**config.mk**
```make
export PLATFORM = sky130hd
export DESIGN_NAME = nem_ohmux_sel_seq_flat
export DESIGN_NICKNAME = d
export VERILOG_FILES = /design/src/rtl/nem_ohmux_sel_seq_if.sv /design/src/rtl/nem_ohmux_sel_seq.sv /design/src/flat_wrapper.sv
export SDC_FILE = /design/constraint.sdc
export NUM_CORES = 1
export LEC_CHECK = 0
export BUFFER_PORTS_ARGS = -buffer_cell sky130_fd_sc_hd__buf_2
export CAP_MARGIN = 20
export CORE_ASPECT_RATIO = 1.25
export CORE_MARGIN = 2
export CORE_UTILIZATION = 25
export DETAILED_ROUTE_END_ITERATION = 10
export PLACE_DENSITY = 0.38
export SYNTH_ARGS = -nofsm -noshare
export SYNTH_HDL_FRONTEND = slang
export SYNTH_SLANG_ARGS = --single-unit
```
**constraint.sdc**
```tcl
create_clock -name CP -period 2.8 [get_ports CP]
set_input_delay 0.56 -clock CP [delete_from_list [all_inputs] [get_ports CP]]
set_output_delay 0.56 -clock CP [all_outputs]
set_load 0.02 [all_outputs]
```
**src/rtl/nem_ohmux_sel_seq_if.sv**
```systemverilog
// Request/status bundle between a select requester and the NEM one-hot mux select sequencer.
// The requester drives req_*; the sequencer drives the relay select and status flags.
interface nem_ohmux_sel_seq_if #(
  parameter int NUM_IN = 2,
  parameter int SEL_W  = 1
);
  logic              req_valid;
  logic              req_off;
  logic [SEL_W-1:0]  req_sel;
  logic              req_ready;
  logic [NUM_IN-1:0] S;
  logic [SEL_W-1:0]  cur_sel;
  logic              sel_on;
  logic              sel_stable;
  logic              busy;
  logic              err;

  modport master (
    output req_valid, req_off, req_sel,
    input  req_ready, S, cur_sel, sel_on, sel_stable, busy, err
  );

  modport slave (
    input  req_valid, req_off, req_sel,
    output req_ready, S, cur_sel, sel_on, sel_stable, busy, err
  );
endinterface

```
**src/rtl/nem_ohmux_sel_seq.sv**
```systemverilog
// Break-before-make select sequencer for NEM one-hot inverting mux relays: releases all
// selects for BREAK_CYC cycles, asserts the new one-hot select, and flags it stable after MAKE_CYC.
module nem_ohmux_sel_seq #(
  parameter int NUM_IN    = 2,
  parameter int SEL_W     = 1,
  parameter int BREAK_CYC = 4,
  parameter int MAKE_CYC  = 8,
  parameter int CNT_W     = 8
) (
  input logic                 CP,
  input logic                 CDN,
  nem_ohmux_sel_seq_if.slave  bus
);

  typedef enum logic [1:0] {
    ST_OFF   = 2'd0,
    ST_BREAK = 2'd1,
    ST_MAKE  = 2'd2,
    ST_HOLD  = 2'd3
  } state_e;

  // Counters are loaded with N-1 so that state entry plus N-1 decrements spans exactly N cycles.
  localparam logic [CNT_W-1:0] BREAK_LOAD = CNT_W'(BREAK_CYC - 1);
  localparam logic [CNT_W-1:0] MAKE_LOAD  = CNT_W'(MAKE_CYC - 1);

  state_e            state_q, state_d;
  logic [CNT_W-1:0]  cnt_q, cnt_d;
  logic [SEL_W-1:0]  cur_sel_q, cur_sel_d;
  logic              off_pend_q, off_pend_d;
  logic              err_q, err_d;
  logic [NUM_IN-1:0] s_q, s_d;
  logic              sel_on_q, sel_on_d;
  logic              stable_q, stable_d;
  logic              busy_q, busy_d;
  logic              ready_q, ready_d;

  logic accept;
  logic bad_sel;

  assign accept  = bus.req_valid && ready_q;
  assign bad_sel = !bus.req_off && ({1'b0, bus.req_sel} >= (SEL_W + 1)'(NUM_IN));

  // State and registered outputs. Every output comes from a flop, so S cannot glitch
  // and there is no combinational path from req_* to any output.
  // NOTE: sequential state uses non-blocking (<=) so all flops update together on the edge.
  always_ff @(posedge CP or negedge CDN) begin
    if (!CDN) begin
      state_q    <= ST_OFF;
      cnt_q      <= '0;
      cur_sel_q  <= '0;
      off_pend_q <= 1'b0;
      err_q      <= 1'b0;
      s_q        <= '0;
      sel_on_q   <= 1'b0;
      stable_q   <= 1'b1;
      busy_q     <= 1'b0;
      ready_q    <= 1'b1;
    end else begin
      state_q    <= state_d;
      cnt_q      <= cnt_d;
      cur_sel_q  <= cur_sel_d;
      off_pend_q <= off_pend_d;
      err_q      <= err_d;
      s_q        <= s_d;
      sel_on_q   <= sel_on_d;
      stable_q   <= stable_d;
      busy_q     <= busy_d;
      ready_q    <= ready_d;
    end
  end

  // Next-state logic.
  // NOTE: every variable gets a default before the case so no path leaves it unassigned (no latch).
  always_comb begin
    state_d    = state_q;
    cnt_d      = cnt_q;
    cur_sel_d  = cur_sel_q;
    off_pend_d = off_pend_q;
    err_d      = 1'b0;

    unique case (state_q)
      ST_OFF: begin
        if (accept) begin
          if (bad_sel) begin
            err_d = 1'b1;
          end else if (!bus.req_off) begin
            // Nothing is closed, so the new select can be made without a break.
            cur_sel_d = bus.req_sel;
            state_d   = ST_MAKE;
            cnt_d     = MAKE_LOAD;
          end
        end
      end
      ST_HOLD: begin
        if (accept) begin
          if (bad_sel) begin
            err_d = 1'b1;
          end else if (bus.req_off) begin
            state_d    = ST_BREAK;
            cnt_d      = BREAK_LOAD;
            off_pend_d = 1'b1;
          end else if (bus.req_sel != cur_sel_q) begin
            cur_sel_d  = bus.req_sel;
            state_d    = ST_BREAK;
            cnt_d      = BREAK_LOAD;
            off_pend_d = 1'b0;
          end
        end
      end
      ST_BREAK: begin
        if (cnt_q == '0) begin
          off_pend_d = 1'b0;
          if (off_pend_q) begin
            state_d = ST_OFF;
          end else begin
            state_d = ST_MAKE;
            cnt_d   = MAKE_LOAD;
          end
        end else begin
          cnt_d = cnt_q - CNT_W'(1);
        end
      end
      ST_MAKE: begin
        if (cnt_q == '0) begin
          state_d = ST_HOLD;
        end else begin
          cnt_d = cnt_q - CNT_W'(1);
        end
      end
      default: begin
        state_d = ST_OFF;
        cnt_d   = '0;
      end
    endcase
  end

  // Output logic: next values of the registered outputs, decoded from the next state.
  always_comb begin
    s_d      = '0;
    sel_on_d = (state_d == ST_MAKE) || (state_d == ST_HOLD);
    stable_d = (state_d == ST_OFF)  || (state_d == ST_HOLD);
    busy_d   = (state_d == ST_BREAK) || (state_d == ST_MAKE);
    ready_d  = stable_d;
    if (sel_on_d) begin
      for (int i = 0; i < NUM_IN; i++) begin
        s_d[i] = (cur_sel_d == SEL_W'(i));
      end
    end
  end

  assign bus.S          = s_q;
  assign bus.cur_sel    = cur_sel_q;
  assign bus.sel_on     = sel_on_q;
  assign bus.sel_stable = stable_q;
  assign bus.busy       = busy_q;
  assign bus.req_ready  = ready_q;
  assign bus.err        = err_q;

endmodule

```
**src/flat_wrapper.sv**
```systemverilog
// flat-port wrapper written by rule: the top's interface ports become plain ports
module nem_ohmux_sel_seq_flat 
#(
  parameter int NUM_IN    = 2,
  parameter int SEL_W     = 1,
  parameter int BREAK_CYC = 4,
  parameter int MAKE_CYC  = 8,
  parameter int CNT_W     = 8
)
  (CP, CDN, bus_req_valid, bus_req_off, bus_req_sel, bus_req_ready, bus_S, bus_cur_sel, bus_sel_on, bus_sel_stable, bus_busy, bus_err);
  nem_ohmux_sel_seq_if #(.NUM_IN(NUM_IN), .SEL_W(SEL_W)) bus_i ();
  input logic CP;
  input logic CDN;
  input wire logic [$bits(bus_i.req_valid)-1:0] bus_req_valid;
  input wire logic [$bits(bus_i.req_off)-1:0] bus_req_off;
  input wire logic [$bits(bus_i.req_sel)-1:0] bus_req_sel;
  output wire logic [$bits(bus_i.req_ready)-1:0] bus_req_ready;
  output wire logic [$bits(bus_i.S)-1:0] bus_S;
  output wire logic [$bits(bus_i.cur_sel)-1:0] bus_cur_sel;
  output wire logic [$bits(bus_i.sel_on)-1:0] bus_sel_on;
  output wire logic [$bits(bus_i.sel_stable)-1:0] bus_sel_stable;
  output wire logic [$bits(bus_i.busy)-1:0] bus_busy;
  output wire logic [$bits(bus_i.err)-1:0] bus_err;
  assign bus_i.req_valid = bus_req_valid;
  assign bus_i.req_off = bus_req_off;
  assign bus_i.req_sel = bus_req_sel;
  assign bus_req_ready = bus_i.req_ready;
  assign bus_S = bus_i.S;
  assign bus_cur_sel = bus_i.cur_sel;
  assign bus_sel_on = bus_i.sel_on;
  assign bus_sel_stable = bus_i.sel_stable;
  assign bus_busy = bus_i.busy;
  assign bus_err = bus_i.err;
  nem_ohmux_sel_seq #(.NUM_IN(NUM_IN), .SEL_W(SEL_W), .BREAK_CYC(BREAK_CYC), .MAKE_CYC(MAKE_CYC), .CNT_W(CNT_W)) u_core (.CP(CP), .CDN(CDN), .bus(bus_i));
endmodule
```
==> flow_metrics.env <==
export IMPL_status="finished clean"
export IMPL_drive_gt1_share_pct=19.4
export IMPL_worstPathRequired_ns=2.99
export IMPL_max_slew_worst_pin_slew_ns=0.603
export IMPL_grt_max_degree=18
export IMPL_setup_viol_count_final=0
export IMPL_slew_headroom_pct=59.7
export IMPL_postLayoutSetupSlackWorst_ns=0.344
export IMPL_final_util_pct=29.3
export IMPL_dieArea_um2=5150
export IMPL_p_leak_nw=0.579
export IMPL_grt_ovfl_total=0
export IMPL_initial_utilization_pct=25.9
export IMPL_pre_cts_slack_ns=0.345
export IMPL_syn_to_final_growth_pct=13.1
export IMPL_numCtsBuffers=3
export IMPL_antenna_found_initial=0
export IMPL_synthCells=117
export IMPL_cts_htree_levels=1
export IMPL_cts_resized=0
export IMPL_fin_setup_tns_ns=0
export IMPL_netlist_area_um2=1150
export IMPL_combPwrFrac_pct=59.2
export IMPL_drt_pass1_iter_count=5
export IMPL_timing_final_crit_share_pct=87.7
export IMPL_startpoint_type="flop"
export IMPL_final_cell_mix="16 x dfrtp_1, 11 x buf_2, 9 x a21oi_1"
export IMPL_cpMostUsedCell="ha_1"
export IMPL_fp_dieW_um=64.6
export IMPL_worstSetupStartpoint="u_core.cnt_q[0]"
export IMPL_ys_types=46
export IMPL_worstPathArrival_ns=2.65
export IMPL_grt_pass1_vias=979
export IMPL_critPathKind="flop to flop"
export IMPL_cts_clk_slew_worst_paths_ns=0.07
export IMPL_finalNetCount=143
export IMPL_vias=978
export IMPL_rsz0062_at_grt="false"
export IMPL_portBuffers=11
export IMPL_timing_rr_start="u_core.cnt_q[0]"
export IMPL_cts_root_buf="clkbuf_8"
export IMPL_critical_path_max_stage_delay_ns=0.43
export IMPL_switching_power_mw=0.788
export IMPL_synthArstFlopShare_pct=100
export IMPL_hold_buffers=0
export IMPL_skew_ns=0.00183
export IMPL_fillers=457
export IMPL_p_sw_share_pct=48.1
export IMPL_cts_sinks=17
export IMPL_synth_edf_count=0
export IMPL_syn_num_nets=130
export IMPL_p_seq_share_pct=29.0
export IMPL_hold_viol=0
export IMPL_critical_path_top_delay_family="simple AND/OR/NAND/NOR gates"
export IMPL_fmax_mhz=407
export IMPL_layout_commonest_cell="dfrtp_1"
export IMPL_detail_route_iter0_violations=44
export IMPL_row_count=27
export IMPL_maxCapViolCount=0
export IMPL_syn_area_per_cell_um2=9.81
export IMPL_pwr_share_clk_pct=11.8
export IMPL_post_cts_buffers=0
export IMPL_ios=13
export IMPL_ys_seq_elements=17
export IMPL_cts_tree="yes"
export IMPL_crit_slowest_cell="dfrtp_1"
export IMPL_crit_buf_inv=2
export IMPL_hp_class="primary input to async pin"
export IMPL_n_antenna_cell=0
export IMPL_hpwl_mm=2.07
export IMPL_slew_violations=0
export IMPL_irDropWorstVdd_uv=401
export IMPL_fin_crit_ns=2.46
export IMPL_internal_power_mw=0.850
export IMPL_synth_warnings=0
export IMPL_grt_pass1_wl_mm=4.66
export IMPL_critical_path_max_fanout=9
export IMPL_routed_wl_mm=2.77
export IMPL_gp_congestion=0.753
export IMPL_cp_end_kind="flop"
export IMPL_fp_dieH_um=79.7
export IMPL_ys_flop_type="dfrtp_1"
export IMPL_drc_errors=0
export IMPL_ant_nets=0
export IMPL_cts_buffer_depth=2
export IMPL_viasPerCell=5.23
export IMPL_power_density_nw_per_um2=1260
export IMPL_wl_per_cell_um=14.8
export IMPL_grt_util_all_layers_pct=11.9
export IMPL_synth_seq_area_share_pct=37.2
export IMPL_worstSkewPairLatency_ns=0.26
export IMPL_core_area_um2=4430
export IMPL_path_cells="inv_1 > ha_1 > or3b_1 > buf_4 > nor4b_1 > nor3_1 > a22oi_1 > ha_1 > or2_2 > nor2b_1"
[metrics by stage]
stage / instances / hold slack (ns) / instance area [µm²] / total power [mW]
3_5_place_dp: 183 / 0.534 / 1250 / 1.45
2_1_floorplan: 117 / 0.264 / 1150 / 1.23
4_1_cts: 187 / 0.236 / 1300 / 1.65
5_1_grt: 187 / 0.241 / 1300 / 1.80
6_report: 187 / 0.218 / 1300 / 1.64
3_3_place_gp: 183 / 0.517 / 1250 / 1.45
[state kept, by name, summed over array words and instances, names as in the netlist]
register / cells
u_core.cnt_q: 8
u_core.bus.sel_stable: 1
u_core.bus.S: 2
u_core.off_pend_q: 1
u_core.bus.sel_on: 1
u_core.state_q: 2
u_core.bus.cur_sel: 1
u_core.bus.busy: 1
[path summary, 6_finish.rpt]
path / slack (ns) / to / cells past startpoint
max in group asynchronous: 2.26 / u_core.bus.sel_stable / 1
min in group CP: 0.60 / u_core.off_pend_q / 2
max reg2reg: 0.34 / u_core.bus.S[0] / 10
min: 0.22 / u_core.cnt_q[2] / 1
max: 0.34 / u_core.bus.S[0] / 10
min reg2reg: 0.60 / u_core.off_pend_q / 2
[worst reg2reg max path: cells and delay by family, from the launching register on]
kind | cells | cell delay [ns]
DFF | 1 | 0.43
and+or+nand+nor | 5 | 1.01
AOI/OAI and AO/OA | 1 | 0.28
buffers and inverters | 2 | 0.29
adders and majority gates | 2 | 0.39
[metal layers]
metal	part of all wire [%]	GRT usage (%)	up-vias	routed length, µm
li1	-	-	464	-
met1	43	14.0	478	1190
met2	51	20.7	29	1410
met3	4.2	2.26	7	117
met4	2.0	5.74	0	55
met5	0	0	-	0
[power groups by stage]
stage	combinational, mW	sequential, mW	clock (mW)
2_1_floorplan	0.739	0.489	0
3_3_place_gp	0.975	0.473	0
3_5_place_dp	0.979	0.475	0
4_1_cts	0.980	0.472	0.203
5_1_grt	1.09	0.494	0.211
6_report	0.970	0.475	0.193
[cell families after synthesis]
logic type,count (synthesis),synth area share (%)
flops,17,37.2
fa+ha+maj,8,8.72
simple gates,34,18.1
xor+xnor,1,0.763
other cells,1,0.327
compound gates,43,28.9
buf+inv,13,6.00
[synth_stat cells (2+ instances only)]
cell | number | area [µm²]
a221o_1 | 5 | 50.1
ha_1 | 8 | 100
nor4_1 | 2 | 12.5
or2_2 | 2 | 12.5
a22o_1 | 2 | 17.5
nand2b_1 | 2 | 12.5
o21ai_0 | 7 | 35.0
a21oi_1 | 9 | 45.0
buf_4 | 3 | 22.5
inv_1 | 8 | 30.0
o21bai_1 | 2 | 15.0
nor2_1 | 4 | 15.0
nor3b_1 | 2 | 15.0
nand3_1 | 2 | 10.0
dfrtp_1 | 16 | 400
o31ai_1 | 5 | 37.5
nand2_1 | 5 | 18.8
nor3_1 | 5 | 25.0
[final cells by class]
type / instances / area, µm² / share of cell area (%)
tap: 58 / 72.6 / 5.59
inverter: 8 / 30.0 / 2.31
clock buffer: 3 / 41.3 / 3.18
timing repair buffer: 13 / 70.1 / 5.40
multi-input combinational: 87 / 652 / 50.2
sequential: 17 / 427 / 32.9
clock inverter: 1 / 5.00 / 0.386
(Power assumes the default switching activity.)
